<file path="src/rtl/hyperbus_rwds_calib.sv">
// HyperBus RWDS sampler calibration.
// Sweeps all 32 sampler edge positions and runs NumTrials calibration reads at
// each one. A position passes only if every trial returned the expected RWDS
// value. The centre of the longest contiguous passing run is then selected.
// If no position passes, fail_o is raised and the configuration that was
// active before the sweep is restored.
module hyperbus_rwds_calib #(
   parameter int NumTrials    = 4,   // trials per edge position, 1..15
   parameter int SettleCycles = 8    // idle cycles after a cfg change, 1..255
) (
   input  logic        clk_i,
   input  logic        rst_ni,
   input  logic        start_i,
   input  logic        expected_rwds_i,
   output logic        trial_req_o,
   input  logic        trial_ack_i,
   input  logic        trial_done_i,
   input  logic        rwds_sample_i,
   output logic [3:0]  cfg_edge_idx_o,
   output logic        cfg_edge_pol_o,
   output logic        busy_o,
   output logic        done_o,
   output logic        fail_o,
   output logic [31:0] pass_map_o
);

   typedef enum logic [2:0] {
      IDLE,
      APPLY,
      REQ,
      WAIT,
      EVAL,
      SEARCH,
      DONE
   } state_t;

   state_t      r_state;
   logic [4:0]  r_pos;
   logic [7:0]  r_settle_cnt;
   logic [3:0]  r_trial_cnt;
   logic        r_mismatch;
   logic        r_expected;
   logic [3:0]  r_cfg_idx;
   logic        r_cfg_pol;
   logic [3:0]  r_saved_idx;
   logic        r_saved_pol;
   logic        r_trial_req;
   logic        r_busy;
   logic        r_done;
   logic        r_fail;
   logic [31:0] r_pass_map;

   // Run tracking for the search phase
   logic [4:0]  r_scan;
   logic [4:0]  r_cur_start;
   logic [5:0]  r_cur_len;
   logic [4:0]  r_best_start;
   logic [5:0]  r_best_len;

   logic        w_bit;
   logic [4:0]  w_cur_start;
   logic [5:0]  w_cur_len;
   logic [4:0]  w_best_start;
   logic [5:0]  w_best_len;
   logic [4:0]  w_half;
   logic [4:0]  w_result;

   localparam logic [3:0] LastTrial  = 4'(NumTrials - 1);
   localparam logic [7:0] LastSettle = 8'(SettleCycles - 1);

   // Next run-tracking values after absorbing the bit under the scan pointer.
   // A later run replaces the best one only when strictly longer, so the
   // lowest-start run wins a tie.
   always_comb begin
      w_bit        = r_pass_map[r_scan];
      w_cur_len    = 6'd0;
      w_cur_start  = r_cur_start;
      w_best_len   = r_best_len;
      w_best_start = r_best_start;
      if (w_bit) begin
         w_cur_len = r_cur_len + 6'd1;
         if (r_cur_len == 6'd0) begin
            w_cur_start = r_scan;
         end
         if (w_cur_len > r_best_len) begin
            w_best_len   = w_cur_len;
            w_best_start = w_cur_start;
         end
      end
   end

   // Centre of the best run, biased toward the start for even lengths
   assign w_half   = 5'((w_best_len - 6'd1) >> 1);
   assign w_result = w_best_start + w_half;

   // Calibration sequencer: every output is registered here
   always_ff @(posedge clk_i or negedge rst_ni) begin
      if (!rst_ni) begin
         r_state      <= IDLE;
         r_pos        <= 5'd0;
         r_settle_cnt <= 8'd0;
         r_trial_cnt  <= 4'd0;
         r_mismatch   <= 1'b0;
         r_expected   <= 1'b0;
         r_cfg_idx    <= 4'd1;
         r_cfg_pol    <= 1'b1;
         r_saved_idx  <= 4'd1;
         r_saved_pol  <= 1'b1;
         r_trial_req  <= 1'b0;
         r_busy       <= 1'b0;
         r_done       <= 1'b0;
         r_fail       <= 1'b0;
         r_pass_map   <= 32'd0;
         r_scan       <= 5'd0;
         r_cur_start  <= 5'd0;
         r_cur_len    <= 6'd0;
         r_best_start <= 5'd0;
         r_best_len   <= 6'd0;
      end else begin
         case (r_state)
            IDLE: begin
               if (start_i) begin
                  r_saved_idx  <= r_cfg_idx;
                  r_saved_pol  <= r_cfg_pol;
                  r_pass_map   <= 32'd0;
                  r_fail       <= 1'b0;
                  r_pos        <= 5'd0;
                  r_expected   <= expected_rwds_i;
                  r_cfg_idx    <= 4'd0;
                  r_cfg_pol    <= 1'b0;
                  r_settle_cnt <= 8'd0;
                  r_trial_cnt  <= 4'd0;
                  r_mismatch   <= 1'b0;
                  r_busy       <= 1'b1;
                  r_state      <= APPLY;
               end
            end

            APPLY: begin
               if (r_settle_cnt == LastSettle) begin
                  r_settle_cnt <= 8'd0;
                  r_trial_req  <= 1'b1;
                  r_state      <= REQ;
               end else begin
                  r_settle_cnt <= r_settle_cnt + 8'd1;
               end
            end

            REQ: begin
               if (trial_ack_i) begin
                  r_trial_req <= 1'b0;
                  r_state     <= WAIT;
               end
            end

            WAIT: begin
               if (trial_done_i) begin
                  if (rwds_sample_i != r_expected) begin
                     r_mismatch <= 1'b1;
                  end
                  if (r_trial_cnt == LastTrial) begin
                     r_trial_cnt <= 4'd0;
                     r_state     <= EVAL;
                  end else begin
                     r_trial_cnt <= r_trial_cnt + 4'd1;
                     r_trial_req <= 1'b1;
                     r_state     <= REQ;
                  end
               end
            end

            EVAL: begin
               r_pass_map[r_pos] <= ~r_mismatch;
               r_mismatch        <= 1'b0;
               if (r_pos == 5'd31) begin
                  r_scan       <= 5'd0;
                  r_cur_start  <= 5'd0;
                  r_cur_len    <= 6'd0;
                  r_best_start <= 5'd0;
                  r_best_len   <= 6'd0;
                  r_state      <= SEARCH;
               end else begin
                  r_pos     <= r_pos + 5'd1;
                  r_cfg_idx <= (r_pos + 5'd1) >> 1;
                  r_cfg_pol <= ~r_pos[0];
                  r_state   <= APPLY;
               end
            end

            SEARCH: begin
               r_cur_len    <= w_cur_len;
               r_cur_start  <= w_cur_start;
               r_best_len   <= w_best_len;
               r_best_start <= w_best_start;
               if (r_scan == 5'd31) begin
                  // Final bit absorbed: publish the result together with done
                  r_done <= 1'b1;
                  if (w_best_len != 6'd0) begin
                     r_cfg_idx <= w_result[4:1];
                     r_cfg_pol <= w_result[0];
                  end else begin
                     r_fail    <= 1'b1;
                     r_cfg_idx <= r_saved_idx;
                     r_cfg_pol <= r_saved_pol;
                  end
                  r_state <= DONE;
               end else begin
                  r_scan <= r_scan + 5'd1;
               end
            end

            DONE: begin
               r_done  <= 1'b0;
               r_busy  <= 1'b0;
               r_state <= IDLE;
            end

            default: begin
               r_state <= IDLE;
            end
         endcase
      end
   end

   assign trial_req_o    = r_trial_req;
   assign cfg_edge_idx_o = r_cfg_idx;
   assign cfg_edge_pol_o = r_cfg_pol;
   assign busy_o         = r_busy;
   assign done_o         = r_done;
   assign fail_o         = r_fail;
   assign pass_map_o     = r_pass_map;

endmodule

</file>
<file path="config.mk">
export PLATFORM = sky130hd
export DESIGN_NAME = hyperbus_rwds_calib
export DESIGN_NICKNAME = d
export VERILOG_FILES = /design/src/rtl/hyperbus_rwds_calib.sv
export SDC_FILE = /design/constraint.sdc
export NUM_CORES = 1
export LEC_CHECK = 0
export BUFFER_PORTS_ARGS = -buffer_cell sky130_fd_sc_hd__buf_4
export CELL_PAD_IN_SITES_DETAIL_PLACEMENT = 0
export CELL_PAD_IN_SITES_GLOBAL_PLACEMENT = 1
export CORE_MARGIN = 4
export CORE_UTILIZATION = 35
export DETAILED_ROUTE_END_ITERATION = 8
export PLACE_DENSITY = 0.7
export SYNTH_ARGS = -nofsm -noshare
export SYNTH_HDL_FRONTEND = slang
export SYNTH_SLANG_ARGS = --single-unit
</file>
<file path="constraint.sdc">
create_clock -name clk_i -period 4.8 [get_ports clk_i]
set_clock_uncertainty 0.2 [all_clocks]
set_input_delay 0.48 -clock clk_i [delete_from_list [all_inputs] [get_ports clk_i]]
set_output_delay 0.48 -clock clk_i [all_outputs]
set_load 0.01 [all_outputs]
</file>
Yosys cells after proc, flatten, opt, wreduce, memory -nomap -nowiden
Index checks and enable logic that the tools add are counted.
Widths: inputs -> output; s select.
{"block": "op_classes", "n_reduce_logical": 29, "n_eq_ne": 23, "bitwise": 2, "magnitude_cmp": 4, "n_addsub": 7, "mux": 64}
{"cell": "$pmux 32 s2", "count": 1}
{"cell": "$mux 5", "count": 8}
{"cell": "$pmux 5 s2", "count": 4}
{"cell": "$bwmux 32", "count": 1}
{"cell": "$mux 32", "count": 1}
{"cell": "$mux 4", "count": 6}
{"cell": "$mux 6", "count": 4}
{"cell": "$ne 2x2->1 const B", "count": 12}
{"cell": "$pmux 6 s2", "count": 2}
{"cell": "$mux 3", "count": 7}
{"cell": "$pmux 3 s6", "count": 1}
{"cell": "$mux 1", "count": 16}
{"cell": "$mux 8", "count": 2}
{"cell": "$pmux 8 s2", "count": 1}
{"cell": "$reduce_bool 2->1", "count": 7}
{"cell": "$lt 5x6->1 const B", "count": 2}
{"cell": "$pmux 4 s3", "count": 1}
{"cell": "$reduce_and 2->1", "count": 6}
{"cell": "$reduce_and 3->1", "count": 4}
{"cell": "$reduce_and 4->1", "count": 3}
{"cell": "$add 5x1->5 const B", "count": 2}
{"cell": "$eq 5x5->1 const B", "count": 2}
{"cell": "$reduce_and 5->1", "count": 2}
{"cell": "$eq 3x3->1 const B", "count": 3}
{"cell": "23 further kinds", "count": 31}
{"block": "totals", "regBits": 95, "elab_cells": 149, "inputBits": 7}

Depth between registers and ports, before layout
{"block": "depth", "depth_word": 9, "depth_mapped": 23, "depth_no_buf": 21}

Least setup slack after synthesis
Ideal clock, no wire load.
{"block": "synth_path", "path_type": "reg-to-reg", "from": "reg r_cur_len[0]", "to": "reg r_cfg_idx[3], in the netlist cfg_edge_idx_o[3]", "stages_incl_launch_ff": 24, "required_time_ns": 4.469, "path_buffers": 2, "setup_slack_ns": 0.416, "arrival_time_ns": 4.053, "setup_ns": 0.131, "cell_sequence": "dfrtp_1 -> ha_1 -> nand3_1 -> xor2_1 -> inv_1 -> ha_1 -> a21o_1 -> a21oi_1 -> o21ai_0 -> o221ai_4 -> buf_2 -> buf_2 -> nor3_1 -> a21oi_1 -> ha_1 -> inv_1 -> fa_1 -> nor2b_1 -> o21ai_0 -> nand2b_1 -> xor2_1 -> xnor2_1 -> a2bb2oi_1 -> o211ai_2"}
{"block": "synth_between", "elab_chain_cells": 9, "elab_cells_between_ends": 14, "classes_between": "add/sub (3); order compare (1); mux (8); reduce/logical (2)"}
{"element": "start, declared", "line": "56", "source": "logic [5:0] r_cur_len;"}
{"element": "start signal, assigned", "line": "191", "source": "r_cur_len <= w_cur_len;"}
{"element": "$add 6x1->6", "line": "81", "source": "w_cur_len = r_cur_len + 6'd1;"}
{"element": "$gt 6x6->1", "line": "85", "source": "if (w_cur_len > r_best_len) begin"}
{"element": "$mux 6", "line": "85"}
{"element": "$mux 6", "line": "80", "source": "if (w_bit) begin"}
{"element": "$sub 6x1->6", "line": "93", "source": "assign w_half = 5'((w_best_len - 6'd1) >> 1);"}
{"element": "$add 5x5->5", "line": "94", "source": "assign w_result = w_best_start + w_half;"}
{"element": "$mux 4 (*)", "line": "198", "source": "if (w_best_len != 6'd0) begin"}
{"element": "$mux 4 (*)", "line": "195", "source": "if (r_scan == 5'd31) begin"}
{"element": "$pmux 4 s3 (*)", "line": "120", "source": "case (r_state)"}
{"element": "end signal, assigned", "line": "184", "source": "r_cfg_idx <= (r_pos + 5'd1) >> 1;"}
{"element": "end signal, assigned", "line": "199", "source": "r_cfg_idx <= w_result[4:1];"}
{"element": "end signal, assigned", "line": "203", "source": "r_cfg_idx <= r_saved_idx;"}
{"element": "end, declared", "line": "43", "source": "logic [3:0] r_cfg_idx;"}
Every way passes the cells marked *; elsewhere a longest branch is shown, timed or not. The select of a mux whose other input is x is not followed.
A chain may end at the register's enable or synchronous reset.

Final worst setup path
Same ends and word-level chain as after synthesis.

==> key figures <==
Outcome
  • Status: complete, but fails checks
  • Violated checks: negative hold slack

Route
  • Via-to-Cell Ratio: between 5 and 6
  • Routed WL: about 15000 um
  • Iter 0 DRT Violations: 360
  • WL met1: a little over 7000 um
  • WL per Instance: 16.9 um
  • Uppermost layer routed: met4
  • Routed wl met3: between 400 and 500 um
  • Met2 wire len: just under 7000 um
  • Remaining DRCs: 0
  • Initial DRT Pass Iterations: 5
  • Antenna-violating nets left: 0
  • Routed via count: 4713

Clocking
  • Clk Latency, worst-skew pair: about 360 ps
  • CTS H-tree lvls: 3
  • CTS clk-pin slew, worst paths: roughly 70 ps
  • CTS buffer count: 9
  • TritonCTS clock tree: done
  • Clk buf depth: 2
  • Setup Fix Bufs, Post-CTS: 0
  • Hold buffers post-CTS: 0
  • CTS Sinks: 95
  • Post-cts repair resize count: 0
  • Clk root buf: clkbuf_16

Logic synthesis
  • Ys async rst share: 1.00
  • Distinct cells, synth: a little under 60
  • Synth warn: 0
  • Mapped Nets: about 650
  • Primary FF master, synth: dfrtp_1
  • Post-synthesis sequential area ratio: 0.425
  • Syn avg cell area: about 9.0 um^2
  • Post-synthesis cell area: 0.00560 mm^2
  • Synthesized instance count: roughly 620
  • EDFF count, synth: 0
  • Synth Register Bits: 95

Setup path
  • CP Launch Type: flip-flop
  • Critical Path RT: between 4000 and 5000 ps
  • Slowest CP cell: dfrtp_1
  • Worst r2r path cells: 21
  • Worst Path Max Fanout: 12
  • Worst R2R Setup Slack: 410 ps
  • Worst R2R Start: r_cur_len[0]$_DFFE_PN0P_
  • Worst r2r dst: cfg_edge_idx_o[3]$_DFFE_PN0P_
  • Crit Path Class: reg2reg
  • CP max stage delay: ~470 ps
  • Crit path capture type: flip-flop
  • Most Frequent Cell on Critical Path: ha_1
  • CP Cell Sequence: ha_1 > nand3_1 > xor2_1 > inv_1 > ha_1 > a21o_1 > a21oi_1 > o21ai_1 > o221ai_4 > nor3_1 > a21oi_1 > ha_1 > inv_1 > fa_1 > nor2b_1 > o21ai_0 > nand2b_1 > xor2_1 > xnor2_1 > a2bb2oi_1 > o211ai_2
  • WP data arrival: 4420 ps

Placed design
  • Routability-driven placement congestion ratio: ~0.83
  • Hpwl dp: approximately 10000 um
  • IO buf count: 47
  • Dpl ws: 342 ps

Layout
  • Nets@finish: just under 700
  • Layout cell share with drive strength beyond 1: 0.135
  • Commonest non-fill, non-tap cell in the layout: dfrtp_1
  • Ant diodes: 0
  • Layout Area Growth over Synthesis: 15.7%
  • Most frequent cells in the layout: dfrtp_1, nand2_1, buf_4, o21ai_0, nand3_1

Die
  • Chip Height: 134 um
  • Rows: 45
  • Die X: roughly 130 um
  • Num ports: 48
  • Core area: 0.0154 mm^2
  • Starting Density: 0.363
  • Die Area: around 0.018 mm^2

Global routing
  • Initial antenna violation count: 0
  • Largest net degree at the start of global routing: between 50 and 60
  • Tot GR Track Use: 0.166
  • Vias in the first global route: between 4k and 5k
  • First-pass GRT wire length: around 24000 um
  • GR Overflow Total: 0

Pwr
  • Cell leakage power: between 0.002 and 0.003 uW
  • Pwr dens: roughly 460 mW/mm^2
  • Worst vdd ir: ~260 uV

Timing
  • Tmin final: around 4400 ps
  • Slew @ Worst Pin: roughly 930 ps
  • Fin crit share: 0.914
  • Tightest hold margin: -25.1 ps
  • Highest Clock Rate: roughly 230 MHz
  • Number of setup violations in the final report: 0
  • Fin worst setup slack: just over 400 ps
  • Final hold vios: 33
  • RSZ-0062 raised after global routing: false
  • Max-Slew Margin vs Limit: 0.378
  • Setup TNS Final: 0 ps
  • Final Slew Violations: 0

Flow run
  • Max Cap Viol: 0

Min path
  • Hold crit path type: in2async
## per-stage QoR
step | hold slack (ps) | power (uW) | cell area (um^2) | util | std cells
detailed placement | 252 | 2200 | 6150 | 0.399 | 853
global route | 31.4 | 3190 | 6480 | 0.420 | 869
CTS | 3.23 | 3020 | 6480 | 0.420 | 869
finish | -25.1 | 2990 | 6480 | 0.420 | 869
global placement | 246 | 2170 | 6150 | 0.399 | 853
floorplan | -15.6 | 1910 | 5600 | - | 619
## synthesized netlist by cell type, drive strengths merged, types with 4 or more instances
library cell	instances	share of area
a21oi	23	0.021
buf	9	0.0085
nor2b	10	0.011
xnor2	11	0.019
a22o	12	0.019
a31oi	8	0.012
nor2	39	0.027
nand3	51	0.046
inv	25	0.017
xor2	7	0.011
o211ai	16	0.022
nand2b	5	0.0056
and3	8	0.0089
nor3	4	0.0036
ha	21	0.047
a21o	5	0.0067
a22oi	9	0.012
o31ai	19	0.025
o21ai	60	0.054
and2	5	0.0056
dfrtp	91	0.41
o2bb2ai	5	0.0078
clkbuf	23	0.015
nand2	83	0.056
nand4	4	0.0045
mux2i	28	0.055
dfstp	4	0.019
a311oi	4	0.0063
## cells by family (layout without fill, tap and decap cells)
logic type	Yosys count	in the layout	synth area share
AND/OR/NAND/NOR	217	217	0.178
AO/OA/AOI/OAI	179	179	0.215
flip-flops	95	95	0.425
buffers and inverters	57	96	0.0407
multiplexers	31	31	0.0612
adder cells (fa/ha/maj)	22	22	0.0505
XOR/XNOR	18	18	0.0295
## worst max path at each step
stage / slack, ps / depth (start not counted) / from / endpoint
6_report: 410 / 21 / r_cur_len[0]$_DFFE_PN0P_ / cfg_edge_idx_o[3]$_DFFE_PN0P_
5_1_grt: 80 / 20 / r_cur_len[0]$_DFFE_PN0P_ / cfg_edge_idx_o[3]$_DFFE_PN0P_
4_1_cts: 310 / 19 / r_cur_len[0]$_DFFE_PN0P_ / cfg_edge_idx_o[3]$_DFFE_PN0P_
3_5_place_dp: 340 / 19 / r_cur_len[0]$_DFFE_PN0P_ / cfg_edge_idx_o[3]$_DFFE_PN0P_
3_3_place_gp: 470 / 19 / r_cur_len[0]$_DFFE_PN0P_ / cfg_edge_idx_o[3]$_DFFE_PN0P_
2_1_floorplan: 420 / 23 / r_cur_len[0]$_DFFE_PN0P_ / cfg_edge_idx_o[3]$_DFFE_PN0P_
## report_power, final
part           internal [uW]  switching (uW)
Clock                    474             334
Combinational            445             622
Sequential               919             195
## cell type report
| class | count | area (um^2) |
|---|---|---|
| Timing Repair Buffer | 55 | 413 |
| Fill cell | 1586 | 8950 |
| Clock buffer | 10 | 239 |
| Sequential cell | 95 | 2380 |
| Inverter | 25 | 93.8 |
| Tap cell | 211 | 264 |
| Multi-Input combinational cell | 467 | 3000 |
| Clock inverter | 6 | 92.6 |
## state kept, by name, summed over array words and instances (netlist names), 3 cells and up
register        cells
r_best_start        5
r_cur_start         5
pass_map_o         32
r_trial_cnt         4
r_state             3
r_scan              5
r_saved_idx         4
r_pos               5
r_settle_cnt        8
r_best_len          6
r_cur_len           6
cfg_edge_idx_o      4
## critical path: cells and delay by family, from the launching register on
family / cells / cell delay, ps
adder cells (fa/ha/maj): 4 / 1180
AND/OR/NAND/NOR: 4 / 520
buffers and inverters: 2 / 170
XOR/XNOR: 3 / 610
flip-flops: 1 / 470
AO/OA/AOI/OAI: 8 / 1120
## routing by layer
layer / track usage / up-vias
met1: 0.232 / 2319
met3: 0.0317 / 12
met4: 0.0419 / 0
met5: 0 / -
li1: - / 2315
met2: 0.267 / 67
Power figures use the tool's default switching activity.
